$ cat src/rtl/wrr_arbiter_pkg.sv
// wrr_arbiter_pkg: shared types and helpers for the weighted round-robin
// arbiter.
//   state_t        - arbiter FSM state (IDLE, BUSY)
//   onehot_to_idx  - binary index of the set bit in a one-hot vector (N <= 32)
//   weight_or_one  - burst credit for a weight field; a weight of 0 maps to 1
package wrr_arbiter_pkg;

  typedef enum logic [0:0] {
    IDLE = 1'b0,
    BUSY = 1'b1
  } state_t;

  function automatic int unsigned onehot_to_idx(input logic [31:0] oh);
    int unsigned idx;
    idx = 0;
    for (int unsigned i = 0; i < 32; i++) begin
      if (oh[i]) idx = i;
    end
    return idx;
  endfunction

  function automatic logic [31:0] weight_or_one(input logic [31:0] w);
    return (w == '0) ? 32'd1 : w;
  endfunction

endpackage

$ cat src/rtl/wrr_arbiter_rr_pick.sv
// rr_pick: combinational round-robin pick.
// Winner is the first set req bit at index >= ptr, wrapping modulo N.
//   req    [N]     - candidate requests
//   ptr    [IDX_W] - round-robin start index (always < N)
//   onehot [N]     - one-hot winner, zero when no request
//   idx    [IDX_W] - binary index of the winner
//   any            - at least one request present
module rr_pick
  import wrr_arbiter_pkg::*;
#(
  parameter int unsigned N     = 5,
  parameter int unsigned IDX_W = $clog2(N)
) (
  input  logic [N-1:0]     req,
  input  logic [IDX_W-1:0] ptr,
  output logic [N-1:0]     onehot,
  output logic [IDX_W-1:0] idx,
  output logic             any
);

  int unsigned j;
  logic        found;

  always_comb begin
    onehot = '0;
    found  = 1'b0;
    j      = 0;
    for (int unsigned i = 0; i < N; i++) begin
      j = (32'(ptr) + i) % N;
      if (req[j] && !found) begin
        onehot[j] = 1'b1;
        found     = 1'b1;
      end
    end
  end

  assign idx = IDX_W'(onehot_to_idx(32'(onehot)));
  assign any = |req;

endmodule

$ cat src/rtl/wrr_arbiter.sv
// wrr_arbiter: weighted round-robin arbiter with registered one-hot grant.
// A holder keeps the grant for up to weight[h] accepted beats (0 counts as 1)
// or until it drops its request; the next holder is granted on the same edge
// as the release, so handover has no idle cycle.
//   clk, rst     - clock, asynchronous active-high reset
//   req [N]      - level requests
//   weight [N*W_BITS] - per-requester burst credit, field i at [i*W_BITS +: W_BITS]
//   prio [N]     - high-priority class mask (only with WRR_ARBITER_PRIO_EN)
//   gnt_ack      - downstream accepted one beat from the holder
//   grant [N]    - registered one-hot grant
//   grant_idx    - binary index of holder, valid with grant_valid
//   grant_valid  - OR of grant
// Optional feature macro: WRR_ARBITER_PRIO_EN (priority class filter).
module wrr_arbiter
  import wrr_arbiter_pkg::*;
#(
  parameter  int unsigned N      = 5,
  parameter  int unsigned W_BITS = 4,
  localparam int unsigned IDX_W  = $clog2(N)
) (
  input  logic                  clk,
  input  logic                  rst,
  input  logic [N-1:0]          req,
  input  logic [N*W_BITS-1:0]   weight,
`ifdef WRR_ARBITER_PRIO_EN
  input  logic [N-1:0]          prio,
`endif
  input  logic                  gnt_ack,
  output logic [N-1:0]          grant,
  output logic [IDX_W-1:0]      grant_idx,
  output logic                  grant_valid
);

  state_t             state_q, state_d;
  logic [N-1:0]       grant_q, grant_d;
  logic [IDX_W-1:0]   idx_q, idx_d;
  logic [IDX_W-1:0]   ptr_q, ptr_d;
  logic [W_BITS-1:0]  credit_q, credit_d;

  logic               held, release_now;
  logic [IDX_W-1:0]   nxt_ptr, pick_ptr, pick_idx;
  logic [N-1:0]       pick_req, pick_oh;
  logic               pick_any;
  logic [W_BITS-1:0]  raw_weight, load_credit;

  assign held        = |(req & grant_q);
  assign release_now = (state_q == BUSY) &&
                       (!held || (gnt_ack && credit_q == W_BITS'(1)));
  assign nxt_ptr     = (idx_q == IDX_W'(N-1)) ? '0 : idx_q + IDX_W'(1);
  // Re-arbitration on release must already see the advanced pointer.
  assign pick_ptr    = release_now ? nxt_ptr : ptr_q;

`ifdef WRR_ARBITER_PRIO_EN
  logic [N-1:0] hi_req;
  assign hi_req   = req & prio;
  assign pick_req = (hi_req != '0) ? hi_req : req;
`else
  assign pick_req = req;
`endif

  rr_pick #(.N(N), .IDX_W(IDX_W)) u_pick (
    .req    (pick_req),
    .ptr    (pick_ptr),
    .onehot (pick_oh),
    .idx    (pick_idx),
    .any    (pick_any)
  );

  always_comb begin
    raw_weight = '0;
    for (int unsigned i = 0; i < N; i++) begin
      if (pick_oh[i]) raw_weight = weight[i*W_BITS +: W_BITS];
    end
    load_credit = W_BITS'(weight_or_one(32'(raw_weight)));
  end

  always_comb begin
    state_d  = state_q;
    grant_d  = grant_q;
    idx_d    = idx_q;
    ptr_d    = ptr_q;
    credit_d = credit_q;
    case (state_q)
      IDLE: begin
        if (pick_any) begin
          state_d  = BUSY;
          grant_d  = pick_oh;
          idx_d    = pick_idx;
          credit_d = load_credit;
        end
      end
      BUSY: begin
        if (release_now) begin
          ptr_d = nxt_ptr;
          if (pick_any) begin
            grant_d  = pick_oh;
            idx_d    = pick_idx;
            credit_d = load_credit;
          end else begin
            state_d  = IDLE;
            grant_d  = '0;
            idx_d    = '0;
            credit_d = '0;
          end
        end else if (gnt_ack) begin
          credit_d = credit_q - W_BITS'(1);
        end
      end
      default: state_d = IDLE;
    endcase
  end

  always_ff @(posedge clk or posedge rst) begin
    if (rst) begin
      state_q  <= IDLE;
      grant_q  <= '0;
      idx_q    <= '0;
      ptr_q    <= '0;
      credit_q <= '0;
    end else begin
      state_q  <= state_d;
      grant_q  <= grant_d;
      idx_q    <= idx_d;
      ptr_q    <= ptr_d;
      credit_q <= credit_d;
    end
  end

  assign grant       = grant_q;
  assign grant_idx   = idx_q;
  assign grant_valid = |grant_q;

endmodule
$ cat config.mk
export PLATFORM = sky130hd
export DESIGN_NAME = wrr_arbiter
export DESIGN_NICKNAME = d
export VERILOG_FILES = /design/src/rtl/wrr_arbiter_pkg.sv /design/src/rtl/wrr_arbiter_rr_pick.sv /design/src/rtl/wrr_arbiter.sv
export SDC_FILE = /design/constraint.sdc
export NUM_CORES = 1
export LEC_CHECK = 0
export ABC_CLOCK_PERIOD_IN_PS = 7950
export BUFFER_PORTS_ARGS = -buffer_cell sky130_fd_sc_hd__buf_2
export CAP_MARGIN = 25
export CORE_ASPECT_RATIO = 0.9
export CORE_UTILIZATION = 45
export DETAILED_ROUTE_END_ITERATION = 8
export GPL_ROUTABILITY_DRIVEN = 0
export PLACE_DENSITY = 0.72
export SETUP_SLACK_MARGIN = 0.1
export SYNTH_ARGS = -nofsm -noshare
export SYNTH_HDL_FRONTEND = slang
export SYNTH_SLANG_ARGS = --single-unit
$ cat constraint.sdc
create_clock -name clk -period 7.95 [get_ports clk]
set_input_delay 1.59 -clock clk [delete_from_list [all_inputs] [get_ports clk]]
set_output_delay 1.59 -clock clk [all_outputs]
set_load 0.005 [all_outputs]
# Word level (Yosys, flattened, before mapping)
# Index checks and enable logic that the tools add are counted.
classes:
  add_sub_neg: 6
  n_div: 5
  magnitude_cmp: 10
  n_eq_ne: 5
  n_mux: 57
  n_bitwise: 6
  reduce_logical: 23
op_table:
  columns: ["op", "count"]
  rows:
  - ["32-bit by 1-bit >= comparator with 1-bit output, second input constant", 5]
  - ["32-bit by 4-bit < comparator with 1-bit output, second input constant", 5]
  - ["32-bit by 3-bit modulo with 32-bit output, second input constant", 4]
  - ["4-bit 2-to-1 mux", 10]
  - ["5-bit 2-to-1 mux", 8]
  - ["3-bit by 3-bit modulo with 32-bit output, second input constant", 1]
  - ["5-bit bitwise OR", 4]
  - ["3-bit 2-to-1 mux", 6]
  - ["1-bit 2-to-1 mux", 17]
  - ["1-bit binary-select mux with 3-bit select", 5]
  - ["1-bit demux with 3-bit select", 5]
  - ["5-bit OR reduction", 3]
  - ["1-bit logical AND", 11]
  - ["5-bit one-hot mux with 2 select lines", 1]
  - ["3-bit by 2-bit adder with 4-bit output, second input constant", 2]
  - ["4-bit one-hot mux with 2 select lines", 1]
  - ["3-bit one-hot mux with 2 select lines", 1]
  - ["5-bit bitwise AND", 1]
  - ["1-bit logical NOT", 5]
  - ["3-bit by 1-bit adder with 4-bit output, second input constant", 1]
  - ["3-bit by 3-bit adder with 4-bit output, second input constant", 1]
  - ["4-bit by 1-bit equality test with 1-bit output, second input constant", 1]
  - ["4-bit logical NOT", 1]
  - ["2-bit 2-to-1 mux", 2]
  - ["10 further kinds", 11]
word_totals:
  regBits: 16
  out_inout_bits: 9

# Logic depth before layout (Yosys ltp)
logic_depth:
  word_depth: 32
  depth_mapped: 33

# By module
# A second synthesis with hierarchy kept.
unflattened:
  cells_unflattened: 440
  area_unflattened_um2: 3363.2
by_module_without_submodules:
  columns: ["module", "instances", "cells_each", "area_per_inst_um2"]
  rows:
  - ["rr_pick", 1, 326, 2333.5]
  - ["wrr_arbiter", 1, 114, 1029.7]

# Least setup slack after synthesis
# OpenSTA, ideal clock, no wires.
synth_timing:
  path_kind: "in2reg"
  from: "input port req[2]"
  to: "register credit_q[0]"
  setup_time_ps: 101
  arrival_time_ps: 7950
  t_required_ps: 7849
  setup_slack_ps: -101
  path_stages: 31
  n_path_buf: 4
  path_cell_list: "a222oi_1 -> a21oi_1 -> clkbuf_1 -> o21ai_1 -> and2_1 -> inv_1 -> ha_1 -> clkbuf_1 -> inv_1 -> clkbuf_1 -> ha_1 -> or3_1 -> clkbuf_1 -> nand2_1 -> nor2_1 -> a41oi_1 -> nand2_1 -> ha_1 -> inv_1 -> nand3_1 -> nand2_1 -> mux2i_1 -> a221oi_2 -> mux2i_1 -> a21oi_1 -> nor4b_1 -> a211oi_2 -> nand2_1 -> and2_1 -> or3_1 -> o311ai_2"
synth_via:
  elab_chain_cells: 32
  word_cells_on_any_way: 86
  classes_between: "add/sub (4); div (5); order compare (10); eq/ne (2); mux (40); bitwise (5); reduce/logical (20)"
synth_rtl:
  columns: ["element", "line", "source"]
  rows:
  - ["from (decl)", "wrr_arbiter.sv:23", "input logic [N-1:0] req,"]
  - ["5-bit bitwise AND (*)", "wrr_arbiter.sv:46", "assign held = |(req & grant_q);"]
  - ["5-bit OR reduction (*)", "wrr_arbiter.sv:46", null]
  - ["1-bit logical NOT (*)", "wrr_arbiter.sv:48", "(!held || (gnt_ack && credit_q == W_BITS'(1)));"]
  - ["1-bit logical OR (*)", "wrr_arbiter.sv:48", null]
  - ["1-bit logical AND (*)", "wrr_arbiter.sv:47", "assign release_now = (state_q == BUSY) &&"]
  - ["3-bit 2-to-1 mux (*)", null, null]
  - ["via pick_ptr[1]", "wrr_arbiter.sv:41", "logic [IDX_W-1:0] nxt_ptr, pick_ptr, pick_idx;"]
  - ["branches (longest 15 deep; another with 32-bit by 3-bit modulo with 32-bit output)", null, null]
  - ["5-bit 2-to-1 mux (*)", "wrr_arbiter_rr_pick.sv:30", "if (req[j] && !found) begin"]
  - ["4-bit 2-to-1 mux (4 in a row)", "wrr_arbiter.sv:72", "if (pick_oh[i]) raw_weight = weight[i*W_BITS +: W_BITS];"]
  - ["4-bit 2-to-1 mux (*)", "wrr_arbiter.sv:72", null]
  - ["4-bit logical NOT", "wrr_arbiter_pkg.sv:23", "return (w == '0) ? 32'd1 : w;"]
  - ["4-bit 2-to-1 mux (*)", "wrr_arbiter_pkg.sv:23", null]
  - ["4-bit 2-to-1 mux", "wrr_arbiter.sv:95", "if (pick_any) begin"]
  - ["4-bit 2-to-1 mux", "wrr_arbiter.sv:93", "if (release_now) begin"]
  - ["4-bit one-hot mux with 2 select lines (*)", "wrr_arbiter.sv:83", "case (state_q)"]
  - ["to (signal assigned)", "wrr_arbiter.sv:125", "credit_q <= credit_d;"]
  - ["to (decl)", "wrr_arbiter.sv:38", "logic [W_BITS-1:0] credit_q, credit_d;"]
# Mark *: on every way through the listed nets, which the timed path passes. The select of a mux whose other input is x is not followed.
# A chain may end at the register's enable or synchronous reset.

# Worst setup path in the final report
layout_timing:
  from: "input port req[2]"
  to: "register credit_q[3]"
layout_via:
  elab_chain_cells: 32
  word_cells_on_any_way: 86
  classes_between: "add/sub (4); div (5); order compare (10); eq/ne (2); mux (40); bitwise (5); reduce/logical (20)"
layout_rtl:
  columns: ["element"]
  rows:
  - ["branches (longest 32 deep; another with 32-bit by 3-bit modulo with 32-bit output)"]
# Parallel ways; which one is timed is not known. The select of a mux whose other input is x is not followed.

==> impl_results.md <==
* Share of cells above drive strength 1 at 19.25%
* Clock Path Buffers at 2
* Worst path top cell family by delay: compound AO/OA/AOI/OAI gates
* Critical path arrival at 7560 ps
* # nets final at 546
* Reg clk slew, reported paths at 70 ps
* Slew headroom at 40.72%
* H-tree depth at 1
* Top-count cell post-synth: nand2_1
* # setup viols final at 0
* Post-synth top area share at 12.41%
* Initial Util at 46.80%
* Vias in the first global route at 3499
* Initial antenna violation count at 0
* Routed Antenna Nets at 0
* Vias at 3764
* Row cnt at 29
* Yosys warns at 0
* Post-layout instance area at 3759 µm²
* Async SR Flop Fraction at 100.0%
* Worst slew pin tran at 881.7 ps
* Netlist cell types at 82
* Utilization after layout at 52.85%
* Register area share after synthesis at 11.28%
* Clock root buffer: clkbuf_8
* Commonest cells in the netlist: nand2_1 (43), ha_1 (33), inv_1 (33)
* Post-synth top area cell: ha_1
* Placed cell area at 3666 µm²
* CP Class: primary input to register
* # diodes at 0
* Gate Count Post-Synth at 447
* Top cells by area, synth: ha_1 (12%), dfrtp_1 (11%), nand2_1 (4.8%)
* Required @ worst endpoint at 8090 ps
* Core Region at 7112 µm²
* Global route overflow at 0
* TritonCTS clock tree: yes
* Startpoint types: primary input
* Max Clk Rate at 134.8 MHz
* Setup crit end kind: register
* First-pass GRT wire length at 17310 µm
* Detailed-route wire length at 10580 µm
* TNS Setup at 0 ps
* Total clock sinks at 15
* PortBufs at 36
* Post-DP HPWL at 8283 µm
* I/O Pins at 37
* Largest net degree at the start of global routing at 26
* Slew Viols, Final at 0
* DRT Pass-1 Iters at 5
* Die extent in y at 83.59 µm
* Crit path largest cell delay at 500 ps
* Area of the mapped netlist at 3328 µm²
* Post-route DRC at 0
* Die area at 7744 µm²
* Final Hold Vio Count at 0
* Cts bufs inserted at 3
* Post-synthesis average cell area at 7.446 µm²
* Hold WC Path Type: register to register
* Cell mode on critical path: nand2_1
* Syn_nets at 509
* Max-Cap Viols at 0
* WP buf/inv at 7
* Ys flop type: dfrtp_1
* Die width at 92.65 µm
* Crit Path Max Fanout at 8
* Slowest-stage cell, CP: a222oi_1
* Worst Skew at 2.432 ps
* Worst skew pair latency at 250 ps
* Min cycle time layout at 7421 ps
* Detailed router's first-iteration violation count at 313
* DR vias/cell at 6.535
* Fin Hold WS at 568.5 ps
* FF+latch count, synth at 15
* Tot GR Track Use at 27.58%
* Fin crit share at 93.35%
* Post-synth EDFFs at 0
* Outcome: completed
* Synthesis-to-finish area growth at 12.93%
* Avg WL per Cell at 18.38 µm
* RSZ-0062 raised after global routing: false
sequential cells by signal, indices dropped and copies added (netlist names):
register / count
credit_q: 4
grant: 5
grant_idx: 2
ptr_q: 3
state_q: 1
cells in the final DEF, fill, tap and decap left out, drive strengths merged, types with 4 or more instances in the layout:
cell type  synthesis  final
nand3             17     17
nand2             43     43
xnor2              4      4
a21o               7      7
nor3b              6      6
a21oi             20     20
buf                4     54
ha                33     33
inv               35     35
a22oi              4      4
nor2              22     22
or3                5      5
a31oi             10     10
nor2b              6      6
a22o              10     10
dfrtp             15     15
nand4              9      9
o211ai             7      7
o21a               6      6
mux2i             12     12
and2               6      6
o31ai              7      7
nand2b             4      4
a211oi            11     11
o21ai             29     29
nor4               7      7
nor3              21     21
metal layers:
layer	vias to the layer above	track usage (%)	routed length (µm)
li1	1777	-	-
met1	1764	38.60	4617
met2	191	43.37	4734
met3	32	3.097	899
met4	0	10.35	332
met5	-	0	0
metrics by stage:
stage                     worst slack, ps  instances
after floorplan                     105.5        447
after CTS                           401.4        574
after detailed placement            135.6        570
final                               529.1        576
after global routing                106.8        576
after global placement              327.8        570
repair_timing:
| action | in CTS | in global routing |
|---|---|---|
| setup endpoints to repair | 0 | 6 |
| buffers inserted | 0 | 2 |
| hold buffers | 0 | 0 |
| gates resized for setup | 0 | 8 |
final timing paths:
check,slack (ps),end,depth (start not counted),startpoint
max,530,credit_q[3]$_DFFE_PP0P_,28,req[2]
max reg2reg,1430,credit_q[3]$_DFFE_PP0P_,23,grant_idx[0]$_DFFE_PP0P_
min reg2reg,570,grant_idx[1]$_DFFE_PP0P_,2,grant_idx[1]$_DFFE_PP0P_
min,570,grant_idx[1]$_DFFE_PP0P_,2,grant_idx[1]$_DFFE_PP0P_
max in group asynchronous,6160,ptr_q[0]$_DFFE_PP0P_,2,rst
min in group asynchronous,1400,credit_q[2]$_DFFE_PP0P_,2,rst
cells by family (layout without fill, tap and decap cells):
family / count (synthesis) / in the layout / synth area share, %
simple gates: 167 / 167 / 27.56
compound gates: 150 / 150 / 33.65
buf+inv: 57 / 93 / 6.691
fa+ha+maj: 34 / 34 / 13.01
mux: 17 / 17 / 5.977
flops: 15 / 15 / 11.28
xor+xnor: 7 / 7 / 1.842
worst register-to-register path: cells and delay by family, from the launching register on:
| family | cells | cell delay, ps |
|---|---|---|
| AO/OA/AOI/OAI | 9 | 2960 |
| adder cells (fa/ha/maj) | 3 | 1020 |
| buffers and inverters | 5 | 810 |
| flip-flops | 1 | 490 |
| AND/OR/NAND/NOR | 6 | 1130 |
area by class of cell:
| cell class | instances | area, µm² |
|---|---|---|
| fill | 696 | 3353 |
| multi-input combinational | 375 | 2774 |
| sequential | 15 | 375.4 |
| timing repair buffer | 54 | 315.3 |
| inverter | 35 | 131.4 |
| tap | 93 | 116.4 |
| clock buffer | 3 | 41.29 |
| clock inverter | 1 | 5.005 |
Power is not shown: default switching activity piles up to over one toggle a cycle in this logic, so the estimate is an artifact.
